### config.mk
export PLATFORM = sky130hd
export DESIGN_NAME = wb_stage
export DESIGN_NICKNAME = d
export VERILOG_FILES = /design/src/rtl/wb_stage.sv
export SDC_FILE = /design/constraint.sdc
export NUM_CORES = 1
export LEC_CHECK = 0
export CAP_MARGIN = 20
export CORE_MARGIN = 8
export CORE_UTILIZATION = 44
export CTS_BUF_LIST = sky130_fd_sc_hd__clkbuf_4 sky130_fd_sc_hd__clkbuf_8 sky130_fd_sc_hd__clkbuf_16
export DETAILED_ROUTE_END_ITERATION = 10
export PLACE_DENSITY_LB_ADDON = 0.25
export SYNTH_ARGS = -nofsm -noshare
export SYNTH_HDL_FRONTEND = slang
export SYNTH_SLANG_ARGS = --single-unit
### constraint.sdc
create_clock -name clk_i -period 3.2 [get_ports clk_i]
set_input_delay 0.96 -clock clk_i [delete_from_list [all_inputs] [get_ports clk_i]]
set_output_delay 0.96 -clock clk_i [all_outputs]
set_load 0.05 [all_outputs]
### src/rtl/wb_stage.sv
// wb_stage: RV32 writeback stage.
// Registers one memory-stage result per cycle, performs load byte/half
// extraction with sign/zero extension, drives the register-file write and
// the forwarding bus, and turns memory exceptions into a held trap request.
// Optional feature macro: WB_INSTRET_EN enables the 64-bit retire counter;
// without it instret_o is tied to zero.
module wb_stage #(
  parameter int DATA_W = 32,
  parameter int ADDR_W = 32
) (
  input  logic              clk_i,
  input  logic              rst_ni,
  input  logic              mem_valid_i,
  output logic              mem_ready_o,
  input  logic [DATA_W-1:0] mem_data_i,
  input  logic [ADDR_W-1:0] mem_pc_i,
  input  logic [4:0]        mem_rd_i,
  input  logic              mem_rd_we_i,
  input  logic              mem_is_load_i,
  input  logic              mem_is_store_i,
  input  logic [1:0]        mem_size_i,
  input  logic              mem_unsigned_i,
  input  logic [1:0]        mem_byte_off_i,
  input  logic              mem_exc_i,
  input  logic [1:0]        mem_exc_type_i,
  output logic              rf_we_o,
  output logic [4:0]        rf_waddr_o,
  output logic [DATA_W-1:0] rf_wdata_o,
  output logic              fwd_valid_o,
  output logic [4:0]        fwd_rd_o,
  output logic [DATA_W-1:0] fwd_data_o,
  output logic              trap_o,
  output logic [4:0]        trap_cause_o,
  output logic [ADDR_W-1:0] trap_pc_o,
  input  logic              trap_ack_i,
  output logic [63:0]       instret_o
);

  typedef enum logic {WB_RUN = 1'b0, WB_TRAP = 1'b1} wb_state_e;

  wb_state_e state_q, state_d;

  // one-entry result register
  logic              valid_q;
  logic [DATA_W-1:0] data_q;
  logic [ADDR_W-1:0] pc_q;
  logic [4:0]        rd_q;
  logic              rd_we_q;
  logic              is_load_q;
  logic              is_store_q;
  logic [1:0]        size_q;
  logic              unsigned_q;
  logic [1:0]        off_q;
  logic              exc_q;
  logic [1:0]        exc_type_q;

  logic              hs;
  logic [DATA_W-1:0] wdata;
  logic [7:0]        ld_byte;
  logic [15:0]       ld_half;
  logic [4:0]        cause;

  assign hs = mem_valid_i && mem_ready_o;

  // state register
  always_ff @(posedge clk_i or negedge rst_ni) begin
    if (!rst_ni) state_q <= WB_RUN;
    else         state_q <= state_d;
  end

  // next state and handshake ready; trap entered on the capture edge so
  // trap_o rises in the cycle right after the faulting entry is taken
  always_comb begin
    state_d     = state_q;
    mem_ready_o = 1'b0;
    case (state_q)
      WB_RUN: begin
        mem_ready_o = 1'b1;
        if (hs && mem_exc_i) state_d = WB_TRAP;
      end
      WB_TRAP: begin
        if (trap_ack_i) state_d = WB_RUN;
      end
      default: state_d = WB_RUN;
    endcase
  end

  // capture register: loads every RUN cycle, frozen while a trap is held
  always_ff @(posedge clk_i or negedge rst_ni) begin
    if (!rst_ni) begin
      valid_q    <= 1'b0;
      data_q     <= '0;
      pc_q       <= '0;
      rd_q       <= '0;
      rd_we_q    <= 1'b0;
      is_load_q  <= 1'b0;
      is_store_q <= 1'b0;
      size_q     <= '0;
      unsigned_q <= 1'b0;
      off_q      <= '0;
      exc_q      <= 1'b0;
      exc_type_q <= '0;
    end else if (state_q == WB_RUN) begin
      valid_q <= hs;
      if (hs) begin
        data_q     <= mem_data_i;
        pc_q       <= mem_pc_i;
        rd_q       <= mem_rd_i;
        rd_we_q    <= mem_rd_we_i;
        is_load_q  <= mem_is_load_i;
        is_store_q <= mem_is_store_i;
        size_q     <= mem_size_i;
        unsigned_q <= mem_unsigned_i;
        off_q      <= mem_byte_off_i;
        exc_q      <= mem_exc_i;
        exc_type_q <= mem_exc_type_i;
      end
    end else if (trap_ack_i) begin
      valid_q <= 1'b0;
    end
  end

  // load extraction; half uses off[1] only, alignment checked upstream
  always_comb begin
    ld_byte = data_q[7:0];
    case (off_q)
      2'd1:    ld_byte = data_q[15:8];
      2'd2:    ld_byte = data_q[23:16];
      2'd3:    ld_byte = data_q[31:24];
      default: ld_byte = data_q[7:0];
    endcase
    ld_half = off_q[1] ? data_q[31:16] : data_q[15:0];
    wdata   = data_q;
    if (is_load_q) begin
      case (size_q)
        2'b00:   wdata = {{24{!unsigned_q && ld_byte[7]}}, ld_byte};
        2'b01:   wdata = {{16{!unsigned_q && ld_half[15]}}, ld_half};
        default: wdata = data_q;
      endcase
    end
  end

  // exception type to mcause; reserved type reported as access fault
  always_comb begin
    cause = 5'd7;
    if (is_load_q) begin
      case (exc_type_q)
        2'b00:   cause = 5'd4;
        2'b01:   cause = 5'd13;
        default: cause = 5'd5;
      endcase
    end else if (is_store_q) begin
      case (exc_type_q)
        2'b00:   cause = 5'd6;
        2'b01:   cause = 5'd15;
        default: cause = 5'd7;
      endcase
    end
  end

  assign rf_we_o      = valid_q && rd_we_q && !exc_q && (rd_q != 5'd0);
  assign rf_waddr_o   = rd_q;
  assign rf_wdata_o   = wdata;
  assign fwd_valid_o  = rf_we_o;
  assign fwd_rd_o     = rf_waddr_o;
  assign fwd_data_o   = rf_wdata_o;
  assign trap_o       = (state_q == WB_TRAP);
  assign trap_cause_o = trap_o ? cause : 5'd0;
  assign trap_pc_o    = trap_o ? pc_q : '0;

`ifdef WB_INSTRET_EN
  logic [63:0] instret_q;

  // retire count: each non-exception entry counts the cycle after capture
  always_ff @(posedge clk_i or negedge rst_ni) begin
    if (!rst_ni)                 instret_q <= '0;
    else if (valid_q && !exc_q)  instret_q <= instret_q + 64'd1;
  end

  assign instret_o = instret_q;
`else
  assign instret_o = 64'd0;
`endif

endmodule
; Word-level counts from Yosys, hierarchy flattened
; Cells that the tools add are included.
[classes]
n_addsub = 0
n_mul = 0
n_div = 0
magnitude_cmp = 0
n_eq_ne = 6
shift = 0
muxes = 16
n_bitwise = 1
reduce_logical = 13
[ops]
columns = cell, count
row1 = $mux W32, 2
row2 = $pmux W32 S2, 1
row3 = $pmux W8 S3, 1
row4 = $mux W16, 1
row5 = $pmux W4 S2, 2
row6 = $mux W4, 2
row7 = $logic_and A1 B1 Y1, 7
row8 = $eq A2 B1 Y1 const B, 3
row9 = $mux W1, 5
row10 = $mux W5, 1
row11 = $reduce_bool A5 Y1, 1
row12 = $eq A2 B2 Y1 const B, 2
row13 = $logic_not A2 Y1, 2
row14 = $logic_not A1 Y1, 2
row15 = $ne A2 B2 Y1 const B, 1
row16 = $pmux W1 S2, 1
row17 = $reduce_and A2 Y1, 1
row18 = $not A1 Y1, 1
[word_totals]
register_bits = 82
latch_bits = 0
mem_bits_rw = 0
mem_bits_ro = 0
inputBits = 84
out_inout_bits = 179
memories = 0

; Logic depth before layout (Yosys ltp)
; Gate-level depths: netlist (run 1).
[logic_depth]
depth_word = 5
depth_mapped = 6
ltp_nobuf = 3

; Worst setup path after synthesis (run 1)
; OpenSTA, ideal clock, no wires.
[synth_timing]
path_kind = register to output
from = register rd_q[0] (netlist: fwd_rd_o[0])
to = output port rf_we_o
arrival_time_ps = 2389
path_slack_ps = -149
stages_incl_launch_ff = 5
path_buffers = 1
path_cell_list = dfrtp_1 -> or4_1 -> nor2_1 -> nor3_1 -> buf_4
[synth_via]
elab_chain_cells = 2
[synth_rtl]
columns = element, line
row1 = start: declaration, 47  ; logic [4:0] rd_q;
row2 = start signal: assignment, 108  ; rd_q <= mem_rd_i;
row3 = $reduce_bool A5 Y1, 161  ; assign rf_we_o = valid_q && rd_we_q && !exc_q && (rd_q != 5'd0);
row4 = $logic_and A1 B1 Y1, 161
row5 = end: declaration, 26  ; output logic rf_we_o,
; Every way passes these cells.

; Final worst setup path (run 1)
; Ends and elaborated chain as after synthesis.

==> results of run 1 <==
## how the worst min path moves through the flow
stage	start	to	slack, ps
2_1_floorplan	pc_q[0]	pc_q[0]	440
3_3_place_gp	pc_q[23]	pc_q[23]	450
3_5_place_dp	pc_q[2]	pc_q[2]	460
4_1_cts	pc_q[2]	pc_q[2]	470
5_1_grt	pc_q[2]	pc_q[2]	480
6_report	pc_q[2]	pc_q[2]	470
## synthesized netlist by cell type (all sizes together) (3+ instances only)
cell type    n
a21oi       39
dfrtp       82
nor2         7
nor2b       13
o21ai       22
and2        44
and3b        3
o211ai       5
inv          3
mux2         5
and4b        7
clkbuf      14
nand2      252
o2111ai      5
buf        129
## cell families (layout without fill, tap and decap cells)
group | count (synthesis) | after routing | share of synthesized area [%]
AO/OA/AOI/OAI | 82 | 82 | 10.4
AND/OR/NAND/NOR | 339 | 339 | 29.4
multiplexers | 7 | 7 | 1.67
buffers and inverters | 146 | 235 | 19.3
other | 1 | 65 | 0.0716
flip-flops | 82 | 82 | 39.2
## registers in the layout, summed over array words and instances (netlist names)
name,count
valid_q,1
is_store_q,1
data_q,32
off_q,2
pc_q,32
fwd_rd_o,5
unsigned_q,1
exc_q,1
trap_o,1
is_load_q,1
rd_we_q,1
size_q,2
exc_type_q,2
## cells in the final DEF, fill, tap and decap left out, types with 5 or more instances in the layout
cell type        netlist  routed
dfrtp_2                0       5
and4b_1                7       7
o211ai_1               5       5
a21oi_2               11      11
and2_1                44      44
a21oi_1               28      28
buf_4                108      88
conb_1                 1      65
buf_12                 0      31
nand2_1              252     252
clkdlybuf4s50_1        0      96
clkbuf_16              0       9
o21ai_0               20      19
dfrtp_1               82      77
nor2b_1               13      12
nor2_1                 7       6
## final cells by class
class	instances	share of cell area, %
inverters	3	0.154
clock buffers	12	3.56
clock inverters	4	0.685
multi-input cells	493	34.0
well taps	147	2.52
repair buffers	216	30.9
flip-flops and latches	82	28.2
## metal layers
| metal | track usage, % | part of all wire, % |
|---|---|---|
| met3 | 7.10 | 8.3 |
| met2 | 33.5 | 50 |
| met1 | 21.2 | 39 |
| met5 | 0 | 0 |
| met4 | 8.31 | 2.3 |
## power by group
part	leakage, uW	internal, uW	switching [uW]
registers	0.00100	1200	191
clock network	0.000148	654	410
logic	0.00254	1040	1910
total	0.00369	2900	2510
## metrics by stage
step	utilization, %	setup WS, ps	total power, uW
final	61.8	59.6	5420
after global routing	61.8	0.811	5640
after CTS	61.1	5.20	5420
after detailed placement	58.1	245	4320
after global placement	58.1	329	4280
after floorplan	-	51.2	3450
## worst max-delay path, cell delays in order, from the launching register on
cell             delay (ps)
dfrtp_1                 410
or4_1                   530
nor2_1                  130
nor3_2                   60
clkdlybuf4s50_1         710
## what timing repair did
| item | CTS | global route |
|---|---|---|
| hold buffers | 0 | 0 |
| setup buffers | 2 | 3 |
| pin swaps | 1 | 4 |
| gates cloned | 0 | 0 |
| setup endpoints to repair | 34 | 32 |
| gates resized for setup | 2 | 11 |
==> impl_metrics.ini, run 1 <==
[hold_path]
min_path_type = reg2reg
hold_depth = 2

[routing]
routed-via-count = 4603
firstDrtPassIters = 4
drtIter0Drc = 224
wire_per_inst_um = 16.3
drtAntennaViolNets = 0
routed_wl_um = 15600
avgViaCountPerCell = 4.81
drc = 0

[cells_and_area]
areaGrowthSynthToFinish_pct = 39.4
multi_input_area_sq_um = 2480
fillCellCount = 1031
diodes = 0
drive_gt1_share_pct = 20.9
layout.area.seq_sq_um = 2060
fin_cells = 957
final_nets = 889
design_area_sq_um = 7300

[critical_path]
timing_worst_setup_path_type = reg2out
startpoint_type = flop
reg2reg_from = trap_o
critPathArrivalTime_ps = 2180
required_ps = 2240
r2r_cells = 5
crit_start = fwd_rd_o[0]
rrSetupSlack_ps = 1060
cp-end-kind = primary output
endpoint = rf_we_o
crit_fanout = 4
r2r-end = data_q[6]

[pwr]
peakVddDrop_v = 0.000296
p_leak_uw = 0.00369
powerDensity_nw_per_um2 = 742

[flow_run]
cap_violations = 0

[clock_network]
clock_latency_ps = 340
clkTransAtPathRegs_ps = 60
htree_levels = 3
cts.path.max_buffers = 2
cts-root-buf = clkbuf_16
cts_buffers = 9
cts_tree = yes
clock_sinks = 82

[synthesis]
syn-mean-instance-area_sq_um = 7.97
ys_types = 41
ys_seq_area_share_pct = 39.2
synth_largest_area_cell = dfrtp_1
synth_flop_cell = dfrtp_1
yosysWarnings = 0
synthTopCellsByArea = dfrtp_1 39%, nand2_1 18%, buf_4 15%
synth_cells = 657
ys_seq_elements = 82
synth_top_cell_area_share_pct = 39.2
postSynth.asyncResetShare_pct = 100
synth_edf_count = 0
syn_area_sq_um = 5240

[timing]
tns_ps = 0
fmax_mhz = 318
rsz0062_at_grt = false
post-route-period-util_pct = 98.1
fin_crit_ps = 3140
relSlewSlack_pct = 59.4
worst-slew-pin-transition_ps = 609
clock_skew_ps = 3.61
setup_violations = 0
drv_slew = 0
hold_slack_ps = 467
hold_viol_final = 0

[placement]
portBuffers = 197
hpwl_um = 11800
routabilityCongestion = 0.865
placed_cells = 935
post_dp_cell_area_sq_um = 6870

[global_routing]
grt_start_max_net_pins = 83
track_usage_pct = 19.5
grt_pass1_vias = 4734
antenna_found_initial = 0
grt_overflow = 0
grt_pass1_wl_um = 24700

[floorplanning]
dieArea_sq_um = 15700
die_y_um = 125
die_w_um = 125
initial_core_util_pct = 44.4
num_rows = 40
ios = 263
core_sq_um = 11800

[outcome]
status = complete, no violations
No activity file was read; power rests on OpenSTA's default activity.
==> run 2: changes to the inputs <==
--- a/config.mk
+++ b/config.mk
@@ -9,6 +9,7 @@
 export CORE_MARGIN = 8
 export CORE_UTILIZATION = 44
 export CTS_BUF_LIST = sky130_fd_sc_hd__clkbuf_4 sky130_fd_sc_hd__clkbuf_8 sky130_fd_sc_hd__clkbuf_16
+export CTS_CLUSTER_DIAMETER = 150
 export DETAILED_ROUTE_END_ITERATION = 10
 export PLACE_DENSITY_LB_ADDON = 0.25
 export SYNTH_ARGS = -nofsm -noshare
==> results of run 2 <==
Same layout as run 1: the final DEF is identical, and so are final timing and power.
==> run 3: changes to the inputs <==
--- a/config.mk
+++ b/config.mk
@@ -11,7 +11,9 @@
 export CTS_BUF_LIST = sky130_fd_sc_hd__clkbuf_4 sky130_fd_sc_hd__clkbuf_8 sky130_fd_sc_hd__clkbuf_16
 export CTS_CLUSTER_DIAMETER = 150
 export DETAILED_ROUTE_END_ITERATION = 10
-export PLACE_DENSITY_LB_ADDON = 0.25
+export MAX_ROUTING_LAYER = met4
+export PLACE_DENSITY = 0.86
+export SLEW_MARGIN = 20
 export SYNTH_ARGS = -nofsm -noshare
 export SYNTH_HDL_FRONTEND = slang
 export SYNTH_SLANG_ARGS = --single-unit
==> run 3 against run 2 <==
  * Cell area up 0.24%
  * Combinational power about the same
  * Clock skew up 1.0 ps
  * Maximum frequency up 0.25%
  * Hold slack about the same
  * Clock-buffer cell count down 3
  * Highest routed layer unchanged
  * Sequential cell count unchanged
  * First-iteration DRC count up 18%
  * Largest power group unchanged
  * Via count up 0.15%
  * Critical path type unchanged
  * Setup slack better by 7.8 ps
  * Register-to-register slack better by 480 ps
  * Clock power about the same
  * Critical endpoint is now rf_wdata_o[5]
==> impl_metrics.ini, run 3 (synthesis results as in run 1) <==
[outcome]
status = complete, no violations

[placement]
pre_cts_slack_ps = 273
portBuffers = 197
routabilityCongestion = 0.859
hpwl_um = 11800
post_dp_cell_area_sq_um = 6940

[pwr]
peakVddDrop_v = 0.000279
p_seq_share_pct = 25.5
swShare_pct = 47.1
p_int_uw = 2860
p_switching_uw = 2550
powerDensity_nw_per_um2 = 739
power.share.combinational_pct = 55.1
p_leak_uw = 0.00371
p_clk_share_pct = 19.4

[global_routing]
grt_pass1_vias = 4725
grt_use_met3_pct = 6.63
grt_pass1_wl_um = 24500
antenna_found_initial = 1
grt_use_met2_pct = 32.8
grt_use_met1_pct = 22.3
grt_overflow = 0
grt_start_max_net_pins = 53
track_usage_pct = 19.9
busiest_layer = met2

[floorplanning]
die_y_um = 125
initial_core_util_pct = 44.4
die_w_um = 125
num_rows = 40
dieArea_sq_um = 15700
ios = 263
core_sq_um = 11800

[critical_path]
crit_fanout = 15
r2r-end = pc_q[3]
rrSetupSlack_ps = 1540
startpoint_type = flop
cp-end-kind = primary output
critPathArrivalTime_ps = 2170
reg2reg_from = trap_o
required_ps = 2240
timing_worst_setup_path_type = reg2out
r2r_cells = 4

[routing]
routed_wl_um = 15600
drtAntennaViolNets = 0
routed-via-count = 4610
drtIter0Drc = 264
firstDrtPassIters = 4
drc = 0
wire_per_inst_um = 16.3
avgViaCountPerCell = 4.81

[timing]
relSlewSlack_pct = 58.5
hold_viol_final = 0
drv_slew = 0
clock_skew_ps = 4.63
setup_ws_ps = 67.3
worst-slew-pin-transition_ps = 622
fin_crit_ps = 3130
fmax_mhz = 319
post-route-period-util_pct = 97.9
setup_violations = 0

[clock_network]
clock_latency_ps = 330
htree_levels = 3
clock_sinks = 82
clkTransAtPathRegs_ps = 70
cts-root-buf = clkbuf_16
cts_tree = yes
cts.path.max_buffers = 2
cts_buffers = 9

[cells_and_area]
fillCellCount = 1031
final_cell_mix = 252 x nand2_1, 95 x clkdlybuf4s50_1, 86 x buf_4
layout.area.seq_sq_um = 2060
areaGrowthSynthToFinish_pct = 39.7
multi_input_area_sq_um = 2480
drive_gt1_share_pct = 20.7
design_area_sq_um = 7320
layout_commonest_cell = nand2_1
final_nets = 889

[hold_path]
min_from = pc_q[9]
hold_depth = 2
min_path_type = reg2reg
min_to = pc_q[9]

[flow_run]
cap_violations = 0
==> run 3: timing repair <==
action / in CTS / in global routing
buffers inserted: 0 / 3
gates resized for setup: 2 / 10
pin swaps: 0 / 4
endpoints found under the setup margin: 38 / 48
hold buffers: 0 / 0
==> run 3: layout make-up <==
type | count | share of cell area, %
diodes | 1 | 0.0342
clock buffers | 9 | 3.08
clock inverters | 7 | 1.04
inverters | 3 | 0.154
multi-input cells | 493 | 33.9
flip-flops and latches | 82 | 28.1
well taps | 147 | 2.51
repair buffers | 216 | 31.2
==> run 3: worst max path at each step <==
stage / end / slack (ps) / depth (start not counted) / startpoint
floorplan: rf_wdata_o[10] / 50 / 5 / size_q[0]
global placement: fwd_data_o[0] / 320 / 4 / off_q[1]
detailed placement: fwd_data_o[0] / 270 / 4 / off_q[1]
CTS: fwd_valid_o / 30 / 4 / fwd_rd_o[0]
global route: fwd_data_o[5] / -0.5 / 5 / size_q[1]
finish: rf_wdata_o[5] / 70 / 5 / size_q[1]
==> run 3: worst max-delay path: stages, from the launching register on <==
cell	delay [ps]
dfrtp_1	390
buf_4	200
and3b_1	430
a21oi_1	120
o2111ai_1	490
buf_12	210
==> run 3: metal layers <==
metal  share of wire [%]  vias to the layer above  wire length [um]
met5                   0                        -                 0
met3                 8.2                       25              1270
li1                    -                     2231                 -
met4                 2.1                        0               329
met2                  50                      202              7750
met1                  40                     2152              6270
==> run 3: power by group through the flow <==
stage	Combinational (uW)	Clock (uW)	Sequential (uW)
after floorplan	2100	0	1350
after global placement	2920	0	1380
after detailed placement	2950	0	1390
after CTS	2960	1080	1370
after global routing	3120	1130	1400
final	2980	1050	1380
==> run 3: per-stage QoR <==
stage / power (uW) / cells / hold slack, ps / setup TNS [ps] / utilization, %
after CTS: 5410 / 954 / 470 / 0 / 61.4
final: 5410 / 958 / 467 / 0 / 62.0
after detailed placement: 4340 / 938 / 454 / 0 / 58.8
after global routing: 5650 / 958 / 491 / -0.696 / 62.0
after floorplan: 3450 / 721 / 438 / 0 / -
after global placement: 4300 / 938 / 449 / 0 / 58.8
